**src/rtl/shift_pkg.sv**
```systemverilog
// shift_pkg: shared definitions for the ALU shift/rotate result path.
//   - opcode encodings driven by the shifter
//   - result-buffer depth
//   - shift_entry_t: one buffered result with its capture-time flags
package shift_pkg;

   localparam logic [2:0] OP_SHR  = 3'b000;
   localparam logic [2:0] OP_SHRA = 3'b001;
   localparam logic [2:0] OP_SHL  = 3'b010;
   localparam logic [2:0] OP_ROR  = 3'b011;
   localparam logic [2:0] OP_ROL  = 3'b100;

   localparam int BUF_DEPTH = 2;
   localparam int RES_W     = 32;

   typedef struct packed {
      logic [RES_W-1:0] result;
      logic             zero;
      logic             neg;
      logic             carry;
   } shift_entry_t;

endpackage

```
**src/rtl/shift_flag_gen.sv**
```systemverilog
// shift_flag_gen: combinational flag computation for one shifter result.
// Ports:
//   i_result  shifter/rotator output
//   i_op      opcode (shift_pkg OP_*)
//   i_amt     shift amount mod 32
//   o_entry   result bundled with zero/neg/carry flags
// Carry is the last bit rotated through, so it only exists for rotates
// with a non-zero amount; shifts, zero-amount ops and illegal opcodes give 0.
module shift_flag_gen
   import shift_pkg::*;
(
   input  logic [RES_W-1:0] i_result,
   input  logic [2:0]       i_op,
   input  logic [4:0]       i_amt,
   output shift_entry_t     o_entry
);

   always_comb begin
      o_entry.result = i_result;
      o_entry.zero   = (i_result == '0);
      o_entry.neg    = i_result[RES_W-1];
      o_entry.carry  = 1'b0;
      if (i_amt != 5'd0) begin
         case (i_op)
            OP_ROR:                  o_entry.carry = i_result[RES_W-1];
            OP_ROL:                  o_entry.carry = i_result[0];
            OP_SHR, OP_SHRA, OP_SHL: o_entry.carry = 1'b0;
            default:                 o_entry.carry = 1'b0;
         endcase
      end
   end

endmodule

```
**src/rtl/alu_shift_result_buffer.sv**
```systemverilog
// alu_shift_result_buffer: 2-entry result FIFO between the combinational
// shifter and the Z-register writeback. Flags are computed at capture and
// stored with each entry; the output side is fully registered.
// Ports:
//   clk, clr_n           clock, asynchronous active-low reset
//   flush                synchronous clear of FIFO contents
//   in_valid/in_ready    upstream handshake (in_ready from registered count)
//   in_result/op/amt     shifter result, opcode, raw amount (amt[4:0] used)
//   out_valid/out_ready  downstream handshake
//   out_z, out_zero, out_neg, out_carry   head entry
//   stat_accepted, stat_stalls            statistics counters
// Optional feature macro: SHIFT_BUF_STATS_EN (statistics counters);
// when undefined the stat ports are tied to 0.
module alu_shift_result_buffer
   import shift_pkg::*;
#(
   parameter int DATA_W = 32,
   parameter int DEPTH  = BUF_DEPTH,
   parameter int CNT_W  = 16
) (
   input  logic              clk,
   input  logic              clr_n,
   input  logic              flush,
   input  logic              in_valid,
   output logic              in_ready,
   input  logic [DATA_W-1:0] in_result,
   input  logic [2:0]        in_op,
   input  logic [DATA_W-1:0] in_amt,
   output logic              out_valid,
   input  logic              out_ready,
   output logic [DATA_W-1:0] out_z,
   output logic              out_zero,
   output logic              out_neg,
   output logic              out_carry,
   output logic [CNT_W-1:0]  stat_accepted,
   output logic [CNT_W-1:0]  stat_stalls
);

   localparam logic [1:0] LP_DEPTH = 2'(DEPTH);

   shift_entry_t r_head;
   shift_entry_t r_tail;
   logic [1:0]   r_count;

   shift_entry_t w_new;
   logic         w_push;
   logic         w_pop;
   logic         w_unused_amt;

   // Amount is taken mod 32; upper operand bits are intentionally ignored.
   assign w_unused_amt = ^in_amt[DATA_W-1:5];

   shift_flag_gen u_flag_gen (
      .i_result (in_result),
      .i_op     (in_op),
      .i_amt    (in_amt[4:0]),
      .o_entry  (w_new)
   );

   assign in_ready  = (r_count < LP_DEPTH);
   assign out_valid = (r_count != 2'd0);
   assign w_push    = in_valid & in_ready;
   assign w_pop     = out_valid & out_ready;

   assign out_z     = r_head.result;
   assign out_zero  = r_head.zero;
   assign out_neg   = r_head.neg;
   assign out_carry = r_head.carry;

   // Head is only rewritten on push-into-empty, push+pop, or promotion,
   // so it holds steady while the consumer stalls. Flush leaves head data
   // untouched; out_valid is what tells the consumer it is stale.
   always_ff @(posedge clk or negedge clr_n) begin
      if (!clr_n) begin
         r_head  <= '0;
         r_tail  <= '0;
         r_count <= 2'd0;
      end else if (flush) begin
         r_count <= 2'd0;
      end else begin
         case (r_count)
            2'd0: begin
               if (w_push) begin
                  r_head  <= w_new;
                  r_count <= 2'd1;
               end
            end
            2'd1: begin
               if (w_push && w_pop) begin
                  r_head <= w_new;
               end else if (w_push) begin
                  r_tail  <= w_new;
                  r_count <= 2'd2;
               end else if (w_pop) begin
                  r_count <= 2'd0;
               end
            end
            default: begin
               // Full: in_ready is low, so only a pop can happen here.
               if (w_pop) begin
                  r_head  <= r_tail;
                  r_count <= 2'd1;
               end
            end
         endcase
      end
   end

`ifdef SHIFT_BUF_STATS_EN
   localparam logic [CNT_W-1:0] LP_ONE = {{(CNT_W-1){1'b0}}, 1'b1};

   logic [CNT_W-1:0] r_stat_acc;
   logic [CNT_W-1:0] r_stat_stall;

   // Saturating counters; cleared by reset only, not by flush.
   always_ff @(posedge clk or negedge clr_n) begin
      if (!clr_n) begin
         r_stat_acc   <= '0;
         r_stat_stall <= '0;
      end else begin
         if (w_push && (r_stat_acc != {CNT_W{1'b1}}))
            r_stat_acc <= r_stat_acc + LP_ONE;
         if (in_valid && !in_ready && (r_stat_stall != {CNT_W{1'b1}}))
            r_stat_stall <= r_stat_stall + LP_ONE;
      end
   end

   assign stat_accepted = r_stat_acc;
   assign stat_stalls   = r_stat_stall;
`else
   assign stat_accepted = '0;
   assign stat_stalls   = '0;
`endif

endmodule

```
**config.mk**
```make
export PLATFORM = sky130hd
export DESIGN_NAME = alu_shift_result_buffer
export DESIGN_NICKNAME = d
export VERILOG_FILES = /design/src/rtl/shift_pkg.sv /design/src/rtl/shift_flag_gen.sv /design/src/rtl/alu_shift_result_buffer.sv
export SDC_FILE = /design/constraint.sdc
export NUM_CORES = 1
export LEC_CHECK = 0
export ABC_CLOCK_PERIOD_IN_PS = 5200
export BUFFER_PORTS_ARGS = -buffer_cell sky130_fd_sc_hd__buf_4
export CELL_PAD_IN_SITES_DETAIL_PLACEMENT = 0
export CELL_PAD_IN_SITES_GLOBAL_PLACEMENT = 1
export CORE_UTILIZATION = 39
export DETAILED_ROUTE_END_ITERATION = 16
export PLACE_DENSITY = 0.88
export SETUP_SLACK_MARGIN = 0.05
export SLEW_MARGIN = 10
export SYNTH_ARGS = -nofsm -noshare
export SYNTH_HDL_FRONTEND = slang
export SYNTH_SLANG_ARGS = --single-unit
```
**constraint.sdc**
```tcl
create_clock -name clk -period 5.2 [get_ports clk]
set_input_delay 0.78 -clock clk [delete_from_list [all_inputs] [get_ports clk]]
set_output_delay 0.78 -clock clk [all_outputs]
set_load 0.01 [all_outputs]
```
==> impl_metrics.ini <==
[run_status]
status = completed

[clock_network]
cts_buffers = 9
clkSinkCount = 70
cts_tree = built
cts-resized-gates = 0
htreeDepth = 3
cts_hold_buf = 0
clk_path_buf_depth = 2
root_buffer = clkbuf_8
clk_latency_ns = 0.34
post-cts-setup-buffer-count = 0
path_clk_slew_ns = 0.07

[critical_path]
worstPathArrival_ns = 2.78
critPathMaxFanout = 32
crit_path_end_kind = register
critPathKind = register to register
start_kind = register
worst_ep_required_time_ns = 5.42

[timing]
drv_slew = 0
finalHoldViolCount = 0
fin_hold_ws_ns = 0.4880
rsz0062_at_grt = no
fin_crit_sh = 0.4923
setup-tns-final_ns = 0
fmax_mhz = 390.6
setup_viol = 0
relSlewSlack = 0.2748
worstMarginPinSlew_ns = 1.088
finalClockSkew_ns = 0.01215
fin_crit_ns = 2.560

[floorplanning]
start_util = 0.4081
io_pins = 141
die_y_um = 95.19
rows = 33
die_x_um = 95.19
coreArea_um2 = 8299
design.die.area_um2 = 9061

[detailed_routing]
route.detailed.drc = 0
routed_wl_um = 6645
drt_iter0_drc = 73
detail-route-antenna-nets = 0
drtPass1Iterations = 4
routed_via_density = 4.765
num_vias = 2235
wire_per_inst_um = 14.17

[global_routing]
grt_use_total = 0.1584
grt_pass1_vias = 2058
grt_overflow = 0
grt_max_degree = 71
grt_pass1_wl_um = 10720
antenna_found_initial = 0

[layout]
drive_above_1_share = 0.3654
filler_cell_count = 761
diodes = 0
layout_commonest_cell = buf_4
syn_to_final_growth_pct = 21.76
final_cell_mix = buf_4, dfrtp_1, nor2_1
finalNetCount = 433

[power_and_ir_drop]
ir_drop_mv = 0.1425
p_per_area_nw_per_um2 = 366.1
power.leakage_nw = 1.929

[job]
drv_cap = 0

[logic_synthesis]
ys_types = 26
syn_area_um2 = 3387
postSynthCellCount = 283
synth_area_per_cell_um2 = 11.97
yosysSeqAreaShare = 0.5172
yosysWarnings = 0
ys_ff_latch = 70

[place]
dpl.hpwl_um = 4555
gp_congestion = 0.7150
portBuffers = 81

[min_path]
hp-class = register to register
## cell usage after synthesis
library cell | number | area share
mux2_4 | 26 | 0.12
buf_4 | 33 | 0.073
dfrtp_1 | 70 | 0.52
o22ai_1 | 1 | 0.0018
o211ai_1 | 1 | 0.0022
o21a_1 | 1 | 0.0022
mux2i_1 | 33 | 0.098
conb_1 | 1 | 0.0011
nand2_1 | 5 | 0.0055
mux2_2 | 7 | 0.023
nor2_1 | 34 | 0.038
and4b_1 | 1 | 0.0030
o21ai_0 | 1 | 0.0015
nor4_1 | 8 | 0.015
buf_1 | 1 | 0.0011
o31ai_1 | 2 | 0.0044
buf_2 | 11 | 0.016
a211oi_2 | 1 | 0.0037
or4_1 | 2 | 0.0044
a211oi_1 | 2 | 0.0044
or2_2 | 1 | 0.0018
inv_1 | 2 | 0.0022
buf_6 | 3 | 0.010
nand4_1 | 2 | 0.0037
nor4bb_1 | 1 | 0.0030
a21oi_1 | 33 | 0.049
## critical path: stages (launching register included)
cell      delay, ns
dfrtp_2        0.61
or2_2          0.40
a211oi_4       0.72
buf_4          0.44
o211ai_1       0.14
o21a_1         0.12
## final timing paths
kind / start / end / slack (ns) / cells after the start
worst max-delay path: r_count[1] / out_carry / 2.64 / 5
worst max register to register: r_count[1] / out_carry / 2.64 / 5
max in group asynchronous: clr_n / r_count[1] / 4.05 / 1
min in group asynchronous: clr_n / out_z[3] / 0.55 / 1
worst min-delay path: r_tail[0] / r_tail[0] / 0.49 / 2
worst min register to register: r_tail[0] / r_tail[0] / 0.49 / 2
## per-layer routing
metal / wire, um / global-route usage
met5: 0 / 0
met4: 60 / 0.06061
met3: 397 / 0.04944
met2: 3088 / 0.2339
met1: 3098 / 0.2163
## kinds of logic (layout without fill, tap and decap cells)
family | Yosys count | after routing | synth area share
simple gates | 54 | 54 | 0.07388
buf+inv | 50 | 100 | 0.1027
flops | 70 | 70 | 0.5172
other cells | 1 | 32 | 0.001107
compound gates | 42 | 42 | 0.06908
mux | 66 | 66 | 0.2361
## where the power goes
part	total (mW)	switching, mW	internal [mW]	leakage (nW)
sequential	0.733	0.0681	0.665	0.826
clock	0.432	0.189	0.243	0.0956
combinational	0.345	0.140	0.204	1.01
## metrics by stage
step	util	cells	cell area [um^2]	setup slack [ns]	power, mW
final	0.4969	469	4124	2.640	1.510
after global routing	0.4969	469	4124	2.458	1.599
after CTS	0.4969	469	4124	2.607	1.528
after detailed placement	0.4741	455	3935	2.483	1.090
after global placement	0.4741	455	3935	2.495	1.077
after floorplan	-	314	3503	3.177	0.9526
## area by class of cell
type | instances | area [um^2] | area share
Sequential cell | 70 | 1753 | 0.4251
Multi-Input combinational cell | 194 | 1413 | 0.3425
Timing Repair Buffer | 84 | 630.6 | 0.1529
Clock buffer | 13 | 158.9 | 0.03853
Tap cell | 105 | 131.4 | 0.03186
Clock inverter | 1 | 30.03 | 0.007282
Inverter | 2 | 7.507 | 0.001820
## state kept, by name, summed over array words and instances, names as in the netlist
register and cells:
r_tail 34, out_z 31, r_count 2, out_carry 1
out_neg 1, out_zero 1
Note: power is estimated with default switching activity, not from simulation.
